<file path="src/rtl/run_sequencer_if.sv">
// Signal bundle between the run sequencer and its environment: time base,
// user controls, state-register feedback and the sequencer's status outputs.
interface run_sequencer_if #(
    parameter int W = 8
);
    logic         tick;
    logic         btn_start;
    logic         btn_stop;
    logic         cur_state;
    logic         NS;
    logic [1:0]   phase;
    logic [W-1:0] count;
    logic         done;
    logic         busy;
    logic         err;

    // Sequencer side
    modport slave (
        input  tick, btn_start, btn_stop, cur_state,
        output NS, phase, count, done, busy, err
    );

    // Environment side
    modport master (
        output tick, btn_start, btn_stop, cur_state,
        input  NS, phase, count, done, busy, err
    );
endinterface

</file>
<file path="src/rtl/run_sequencer.sv">
// Moore IDLE->ARM->RUN->DONE controller producing the next-state request for a
// one-bit state register, with tick-counted dwell and a register feedback check.
module run_sequencer #(
    parameter int W         = 8,
    parameter int ARM_TICKS = 3,
    parameter int RUN_TICKS = 5
) (
    input  logic            clk_main,
    input  logic            reset,
    run_sequencer_if.slave  bus
);
    typedef enum logic [1:0] {
        IDLE = 2'b00,
        ARM  = 2'b01,
        RUN  = 2'b10,
        DONE = 2'b11
    } phase_t;

    // Truncate to the counter width first so an over-wide value that lands on
    // zero still dwells one tick instead of stalling the sequence.
    function automatic logic [W-1:0] load_value(input int unsigned n);
        logic [W-1:0] v;
        v = n[W-1:0];
        if (v == {W{1'b0}}) begin
            v = W'(1);
        end
        return v;
    endfunction

    localparam logic [W-1:0] ARM_LOAD = load_value(ARM_TICKS);
    localparam logic [W-1:0] RUN_LOAD = load_value(RUN_TICKS);
    localparam logic [W-1:0] ONE      = W'(1);
    localparam logic [W-1:0] ZERO     = {W{1'b0}};

    phase_t       phase_r, phase_s;
    logic [W-1:0] count_r, count_s;
    logic         done_r, done_s;
    logic         start_q_r;
    logic         ns_d_r;
    logic         qual_r;
    logic         err_r;
    logic         start_rise_s;
    logic         ns_s;

    assign start_rise_s = bus.btn_start & ~start_q_r;
    assign ns_s         = (phase_r == RUN);

    // FSM, dwell counter and done pulse registers
    always_ff @(posedge clk_main) begin
        if (reset) begin
            phase_r   <= IDLE;
            count_r   <= ZERO;
            done_r    <= 1'b0;
            start_q_r <= 1'b0;
        end else begin
            phase_r   <= phase_s;
            count_r   <= count_s;
            done_r    <= done_s;
            start_q_r <= bus.btn_start;
        end
    end

    // Next-state, next-count and done-pulse decode
    always_comb begin
        phase_s = phase_r;
        count_s = count_r;
        done_s  = 1'b0;
        case (phase_r)
            IDLE: begin
                if (start_rise_s && !bus.btn_stop) begin
                    phase_s = ARM;
                    count_s = ARM_LOAD;
                end else begin
                    phase_s = IDLE;
                    count_s = ZERO;
                end
            end
            ARM: begin
                if (bus.btn_stop) begin
                    phase_s = IDLE;
                    count_s = ZERO;
                end else if (bus.tick && count_r == ONE) begin
                    phase_s = RUN;
                    count_s = RUN_LOAD;
                end else if (bus.tick && count_r > ONE) begin
                    count_s = count_r - ONE;
                end else begin
                    count_s = count_r;
                end
            end
            RUN: begin
                if (bus.btn_stop) begin
                    phase_s = IDLE;
                    count_s = ZERO;
                end else if (bus.tick && count_r == ONE) begin
                    phase_s = DONE;
                    count_s = ZERO;
                    done_s  = 1'b1;
                end else if (bus.tick && count_r > ONE) begin
                    count_s = count_r - ONE;
                end else begin
                    count_s = count_r;
                end
            end
            DONE: begin
                if (bus.btn_stop || bus.tick) begin
                    phase_s = IDLE;
                    count_s = ZERO;
                end else begin
                    phase_s = DONE;
                    count_s = ZERO;
                end
            end
            default: begin
                phase_s = IDLE;
                count_s = ZERO;
            end
        endcase
    end

    // Feedback check: the register must echo last cycle's request; the first
    // cycle out of reset is skipped since ns_d has no real history yet.
    always_ff @(posedge clk_main) begin
        if (reset) begin
            ns_d_r <= 1'b0;
            qual_r <= 1'b0;
            err_r  <= 1'b0;
        end else begin
            ns_d_r <= ns_s;
            qual_r <= 1'b1;
            if (qual_r && (bus.cur_state != ns_d_r)) begin
                err_r <= 1'b1;
            end else begin
                err_r <= err_r;
            end
        end
    end

    assign bus.NS    = ns_s;
    assign bus.busy  = (phase_r == ARM) || (phase_r == RUN);
    assign bus.phase = phase_r;
    assign bus.count = count_r;
    assign bus.done  = done_r;
    assign bus.err   = err_r;

endmodule

</file>
<file path="src/flat_wrapper.sv">
// flat-port wrapper written by rule: the top's interface ports become plain ports
module run_sequencer_flat 
#(
    parameter int W         = 8,
    parameter int ARM_TICKS = 3,
    parameter int RUN_TICKS = 5
)
  (clk_main, reset, bus_tick, bus_btn_start, bus_btn_stop, bus_cur_state, bus_NS, bus_phase, bus_count, bus_done, bus_busy, bus_err);
  run_sequencer_if #(.W(W)) bus_i ();
  input  logic clk_main;
  input  logic reset;
  input wire logic [$bits(bus_i.tick)-1:0] bus_tick;
  input wire logic [$bits(bus_i.btn_start)-1:0] bus_btn_start;
  input wire logic [$bits(bus_i.btn_stop)-1:0] bus_btn_stop;
  input wire logic [$bits(bus_i.cur_state)-1:0] bus_cur_state;
  output wire logic [$bits(bus_i.NS)-1:0] bus_NS;
  output wire logic [$bits(bus_i.phase)-1:0] bus_phase;
  output wire logic [$bits(bus_i.count)-1:0] bus_count;
  output wire logic [$bits(bus_i.done)-1:0] bus_done;
  output wire logic [$bits(bus_i.busy)-1:0] bus_busy;
  output wire logic [$bits(bus_i.err)-1:0] bus_err;
  assign bus_i.tick = bus_tick;
  assign bus_i.btn_start = bus_btn_start;
  assign bus_i.btn_stop = bus_btn_stop;
  assign bus_i.cur_state = bus_cur_state;
  assign bus_NS = bus_i.NS;
  assign bus_phase = bus_i.phase;
  assign bus_count = bus_i.count;
  assign bus_done = bus_i.done;
  assign bus_busy = bus_i.busy;
  assign bus_err = bus_i.err;
  run_sequencer #(.W(W), .ARM_TICKS(ARM_TICKS), .RUN_TICKS(RUN_TICKS)) u_core (.clk_main(clk_main), .reset(reset), .bus(bus_i));
endmodule
</file>
<file path="config.mk">
export PLATFORM = sky130hd
export DESIGN_NAME = run_sequencer_flat
export DESIGN_NICKNAME = d
export VERILOG_FILES = /design/src/rtl/run_sequencer_if.sv /design/src/rtl/run_sequencer.sv /design/src/flat_wrapper.sv
export SDC_FILE = /design/constraint.sdc
export NUM_CORES = 1
export LEC_CHECK = 0
export BUFFER_PORTS_ARGS = -buffer_cell sky130_fd_sc_hd__buf_2
export CAP_MARGIN = 20
export CORE_ASPECT_RATIO = 1.1
export CORE_MARGIN = 2
export CORE_UTILIZATION = 50
export DETAILED_ROUTE_END_ITERATION = 10
export GPL_TIMING_DRIVEN = 0
export PLACE_DENSITY = 0.77
export SYNTH_ARGS = -nofsm -noshare
export SYNTH_HDL_FRONTEND = slang
export SYNTH_SLANG_ARGS = --single-unit
export TNS_END_PERCENT = 10
</file>
<file path="constraint.sdc">
create_clock -name clk_main -period 1.9 [get_ports clk_main]
set_clock_uncertainty 0.1 [all_clocks]
set_input_delay 0.095 -clock clk_main [delete_from_list [all_inputs] [get_ports clk_main]]
set_output_delay 0.095 -clock clk_main [all_outputs]
set_load 0.01 [all_outputs]
</file>
# --- Word-level counts from Yosys, hierarchy flattened ---
# Index checks and enable logic that the tools add are counted.
word_totals:
  output_inout_bits: 14
  reg_bits: 15
  inputBits: 6
  elab_cells: 45
classes:
  addsub: 1
  bitwise_logic: 3
  n_mux: 16
  reduce_logical: 10
  order_cmp: 1
  n_eq_ne: 7
op_table:
  columns: ["operator", "n"]
  rows:
  - ["8-bit 2-to-1 mux", 5]
  - ["8-bit case mux with 4 select lines", 1]
  - ["2-bit 2-to-1 mux", 6]
  - ["8-bit by 1-bit == test with 1-bit output, second input constant", 1]
  - ["8-bit by 1-bit greater-than comparator with 1-bit output, second input constant", 1]
  - ["2-bit case mux with 4 select lines", 1]
  - ["8-bit by 1-bit subtractor with 8-bit output, second input constant", 1]
  - ["3-bit by 2-bit inequality test with 1-bit output, second input constant", 2]
  - ["2-bit == test, second input constant", 2]
  - ["1-bit logical AND", 4]
  - ["1-bit 2-to-1 mux", 3]
  - ["3-bit OR reduction", 1]
  - ["2-bit by 1-bit == test with 1-bit output, second input constant", 1]
  - ["2-bit logical NOT", 1]
  - ["1-bit logical OR", 2]
  - ["1-bit inverter", 2]
  - ["2-bit AND reduction", 1]
  - ["1-bit AND", 1]
  - ["1-bit logical NOT", 1]
  - ["1-bit inequality test", 1]

# --- Depth between registers and ports, before layout ---
logic_depth:
  word_depth: 6
  depth_mapped: 6
  mapped_depth_nobuf: 6

# --- Least setup slack after synthesis ---
# No wires, ideal clock.
synth_path:
  path_kind: "reg2reg"
  start: "register u_core.count_r[2] (netlist: u_core.bus.count[2])"
  end: "register u_core.count_r[1] (netlist: u_core.bus.count[1])"
  required_time_ps: 1731
  setup_time_ps: 69
  setup_slack_ps: 96
  path_stages_with_launch: 6
  path_buffers: 1
  t_arrival_ps: 1635
  synth_period_minus_slack_ps: 1804
  path_cell_list: "dfxtp_1 > or3_1 > buf_2 > o31ai_2 > mux2_1 > o21ai_1"
synth_via:
  elab_chain_len: 6
  word_cells_on_any_way: 10
  classes_between: "order compare (1); eq/ne (1); mux (6); reduce/logical (2)"
synth_lines:
  columns: ["element", "line_no", "rtl"]
  rows:
  - ["from (decl)", "run_sequencer.sv:36", "logic [W-1:0] count_r, count_s;"]
  - ["from (signal assigned)", "run_sequencer.sv:57", "count_r <= count_s;"]
  - ["8-bit by 1-bit greater-than comparator with 1-bit output", "run_sequencer.sv:85, run_sequencer.sv:99", null]
  - ["1-bit logical AND", "run_sequencer.sv:85, run_sequencer.sv:99", null]
  - ["8-bit 2-to-1 mux", null, null]
  - ["8-bit 2-to-1 mux (on tied branches)", "run_sequencer.sv:95, run_sequencer.sv:82", null]
  - ["8-bit 2-to-1 mux (on tied branches)", "run_sequencer.sv:92, run_sequencer.sv:79", null]
  - ["8-bit case mux with 4 select lines (*)", "run_sequencer.sv:68", "case (phase_r)"]
# Mark *: on every way between the ends. The rest lies on a longest branch, timed or not.
# A chain may end at the register's enable or synchronous reset.

# --- Worst setup path in the final report ---
layout_path:
  start: "register u_core.count_r[4] (netlist: u_core.bus.count[4])"
  end: "register u_core.count_r[7] (netlist: u_core.bus.count[7])"
layout_via:
  elab_chain_len: 6
  word_cells_on_any_way: 11
  classes_between: "add/sub (1); order compare (1); eq/ne (1); mux (6); reduce/logical (2)"
layout_lines:
  columns: ["element", "line_no"]
  rows:
  - ["8-bit by 1-bit greater-than comparator with 1-bit output", "run_sequencer.sv:85, run_sequencer.sv:99"]
  - ["1-bit logical AND", "run_sequencer.sv:85, run_sequencer.sv:99"]
  - ["8-bit 2-to-1 mux", "run_sequencer.sv:85, run_sequencer.sv:99"]
  - ["8-bit 2-to-1 mux (on tied branches)", "run_sequencer.sv:95, run_sequencer.sv:82"]
  - ["8-bit 2-to-1 mux (on tied branches)", "run_sequencer.sv:92, run_sequencer.sv:79"]
  - ["8-bit case mux with 4 select lines (*)", "run_sequencer.sv:68"]
# Marks and branches as above.

==> flow_metrics.tcl <==
set metrics [dict create \
    drive_above_1_share_pct 23.7 \
    synth_nets 105 \
    final_cells 135 \
    cp-endpoint "u_core.bus.count[7]$_SDFF_PP0_" \
    power_uw 589 \
    grt_pass1_vias 667 \
    post_drt_wl_per_cell_um 11.9 \
    clk_pin_slew_worst_paths_ns 0.10 \
    highest_layer "met4" \
    areaGrowthSynthToFinish_pct 24.0 \
    h-tree-depth 1 \
    grtUsageTotal_pct 19.2 \
    r2r_slack_ns 0.08 \
    cts_buffers 3 \
    arrival_ns 1.95 \
    power_leakage_nw 0.446 \
    wl_um 1610 \
    io_pins 20 \
    clk_latency_ns 0.29 \
    cp-end-kind "register" \
    ys_seq_area_share_pct 37.6 \
    path_class "reg -> reg" \
    maxSlewViolCount 0 \
    p_per_area_nw_per_um2 595 \
    clk_path_buf_depth 2 \
    gp_congestion 0.757 \
    dieArea_um2 1930 \
    port_buffers 18 \
    root_buffer "clkbuf_4" \
    final_common_cell "buf_2" \
    avgSynthCellArea_um2 8.58 \
    cts_tree "done" \
    via_per_inst 5.56 \
    min_period_ns 1.82 \
    grt_pass1_wl_um 2750 \
    first_pass_iters 4 \
    setup_viol 0 \
    clock-sinks 15 \
    via_count 751 \
    tightest_slew_ns 0.464 \
    yosys_register_bits 15 \
    antenna_found_initial 0 \
    die_y_um 45.9 \
    max_freq_ghz 0.548 \
    netlist_instances 93 \
    slew-limit-headroom_pct 69.1 \
    synth_edf_count 0 \
    drt_iter0_drc 10 \
    rsz0062_at_grt "true" \
    rows 15 \
    wl_met3_um 77 \
    hold_class "in -> reg" \
    drcViolationCount 0 \
    place_ws_ns -0.0330 \
    critPathMaxFanout 8 \
    grt_max_degree 10 \
    hold_violations 0 \
    die_x_um 42.1 \
    synth_area_um2 798 \
    synth.distinct_cells 28 \
    hold_depth 4 \
    route.met2.wl_um 822 \
    grt_overflow 0 \
    met1_length_um 651 \
    hpwl_um 1180 \
    antenna_cells 0 \
    reg2reg_depth 5 \
    reg2reg_from "u_core.bus.count[4]$_SDFF_PP0_" \
    setup_ws_ns 0.0761 \
    status "finished, final reports clean" \
    antenna_left 0 \
    cp_data_required_time_ns 2.02 \
    final_cell_mix "19 x buf_2, 14 x dfxtp_1, 8 x or3_1, 8 x nor2_1" \
    critPathLaunch "u_core.bus.count[4]$_SDFF_PP0_" \
    core_area_um2 1540 \
    min_period_over_period_pct 96.0 \
    cp-start-kind "register" \
    initial_core_util_pct 51.9 \
    ir_drop_mv 0.421 \
    synth-warning-count 0 \
    r2r-end "u_core.bus.count[7]$_SDFF_PP0_" \
    dp.cells 128 \
    async_flop_share_pct 0 \
    maxCapViolCount 0 \
    final_nets 131 \
    synth_flop_cell "dfxtp_1" \
    postLayoutCoreUtil_pct 64.3 \
]
area by class of cell:
cell class / count / area [µm²]
clock buffers: 3 / 22.5
clock inverters: 1 / 5.00
multi-input cells: 71 / 492
plain buffers: 2 / 8.76
repair buffers: 21 / 120
flip-flops and latches: 15 / 302
well taps: 17 / 21.3
fillers: 135 / 549
inverters: 5 / 18.8
how the worst min path moves through the flow:
stage | slack (ns) | start | end
after floorplan | 0.05 | reset | u_core.qual_r$_DFF_P_
after global placement | 0.21 | bus_btn_stop | u_core.bus.phase[0]$_SDFFE_PP0P_
after detailed placement | 0.22 | bus_btn_stop | u_core.bus.phase[0]$_SDFFE_PP0P_
after CTS | 0.06 | bus_cur_state | u_core.bus.err$_SDFFE_PP0P_
after global routing | 0.10 | bus_cur_state | u_core.bus.err$_SDFFE_PP0P_
final | 0.06 | bus_cur_state | u_core.bus.err$_SDFFE_PP0P_
synthesized netlist by cell type, drive strengths merged, types with 2 or more instances:
cell type	number	area share, %
o21ai	8	5.0
nand2	6	2.8
mux2i	3	3.8
nor3	5	3.1
or3	8	6.3
dfxtp	15	38
nor2b	5	3.9
inv	5	2.4
nand2b	2	1.6
a21oi	6	3.8
ha	6	9.4
nor2	9	4.2
flip-flops by register name (all words and copies together) (netlist names):
signal,flops
u_core.ns_d_r,1
u_core.bus.err,1
u_core.start_q_r,1
u_core.bus.count,8
u_core.bus.phase,2
u_core.bus.done,1
u_core.qual_r,1
metal layers:
metal  vias up  track usage [%]
li1        382                -
met1       341             20.3
met2        21             36.3
met3         7             2.38
met4         0             13.1
met5         -                0
critical path, cell delays in order, from the launching register on:
cell	delay, ns
dfxtp_1	0.35
or3_1	0.36
buf_2	0.18
or3_1	0.32
or3_1	0.31
a21oi_1	0.13
power breakdown:
part	internal (mW)	total [mW]	switching [mW]
combinational	0.0356	0.0744	0.0388
clock	0.0783	0.190	0.112
sequential	0.321	0.325	0.00403
stage by stage:
stage          area [µm²]  hold WS, ns  TNS, ns
6_report              990       0.0618        0
5_1_grt               990        0.101  -0.0114
4_1_cts               976       0.0586        0
3_5_place_dp          910        0.216  -0.0330
3_3_place_gp          910        0.214        0
2_1_floorplan         798       0.0515        0
kinds of logic (layout without fill, tap and decap cells):
logic type	after synthesis	count (layout)	synth area share, %
XOR/XNOR	1	1	1.10
buffers and inverters	7	32	3.45
AO/OA/AOI/OAI	21	21	17.7
AND/OR/NAND/NOR	39	39	25.5
multiplexers	4	4	5.17
adder cells (fa/ha/maj)	6	6	9.40
flip-flops	15	15	37.6
repair_timing:
item                                    in CTS  in global routing
hold buffers                                 3                  0
endpoints found under the hold margin        5                  0
endpoints found under the setup margin       1                  6
setup buffers                                0                  0
resized for setup                            1                  4
gates cloned                                 0                  0
pin swaps                                    0                  1
No activity file was read; power rests on OpenSTA's default activity.
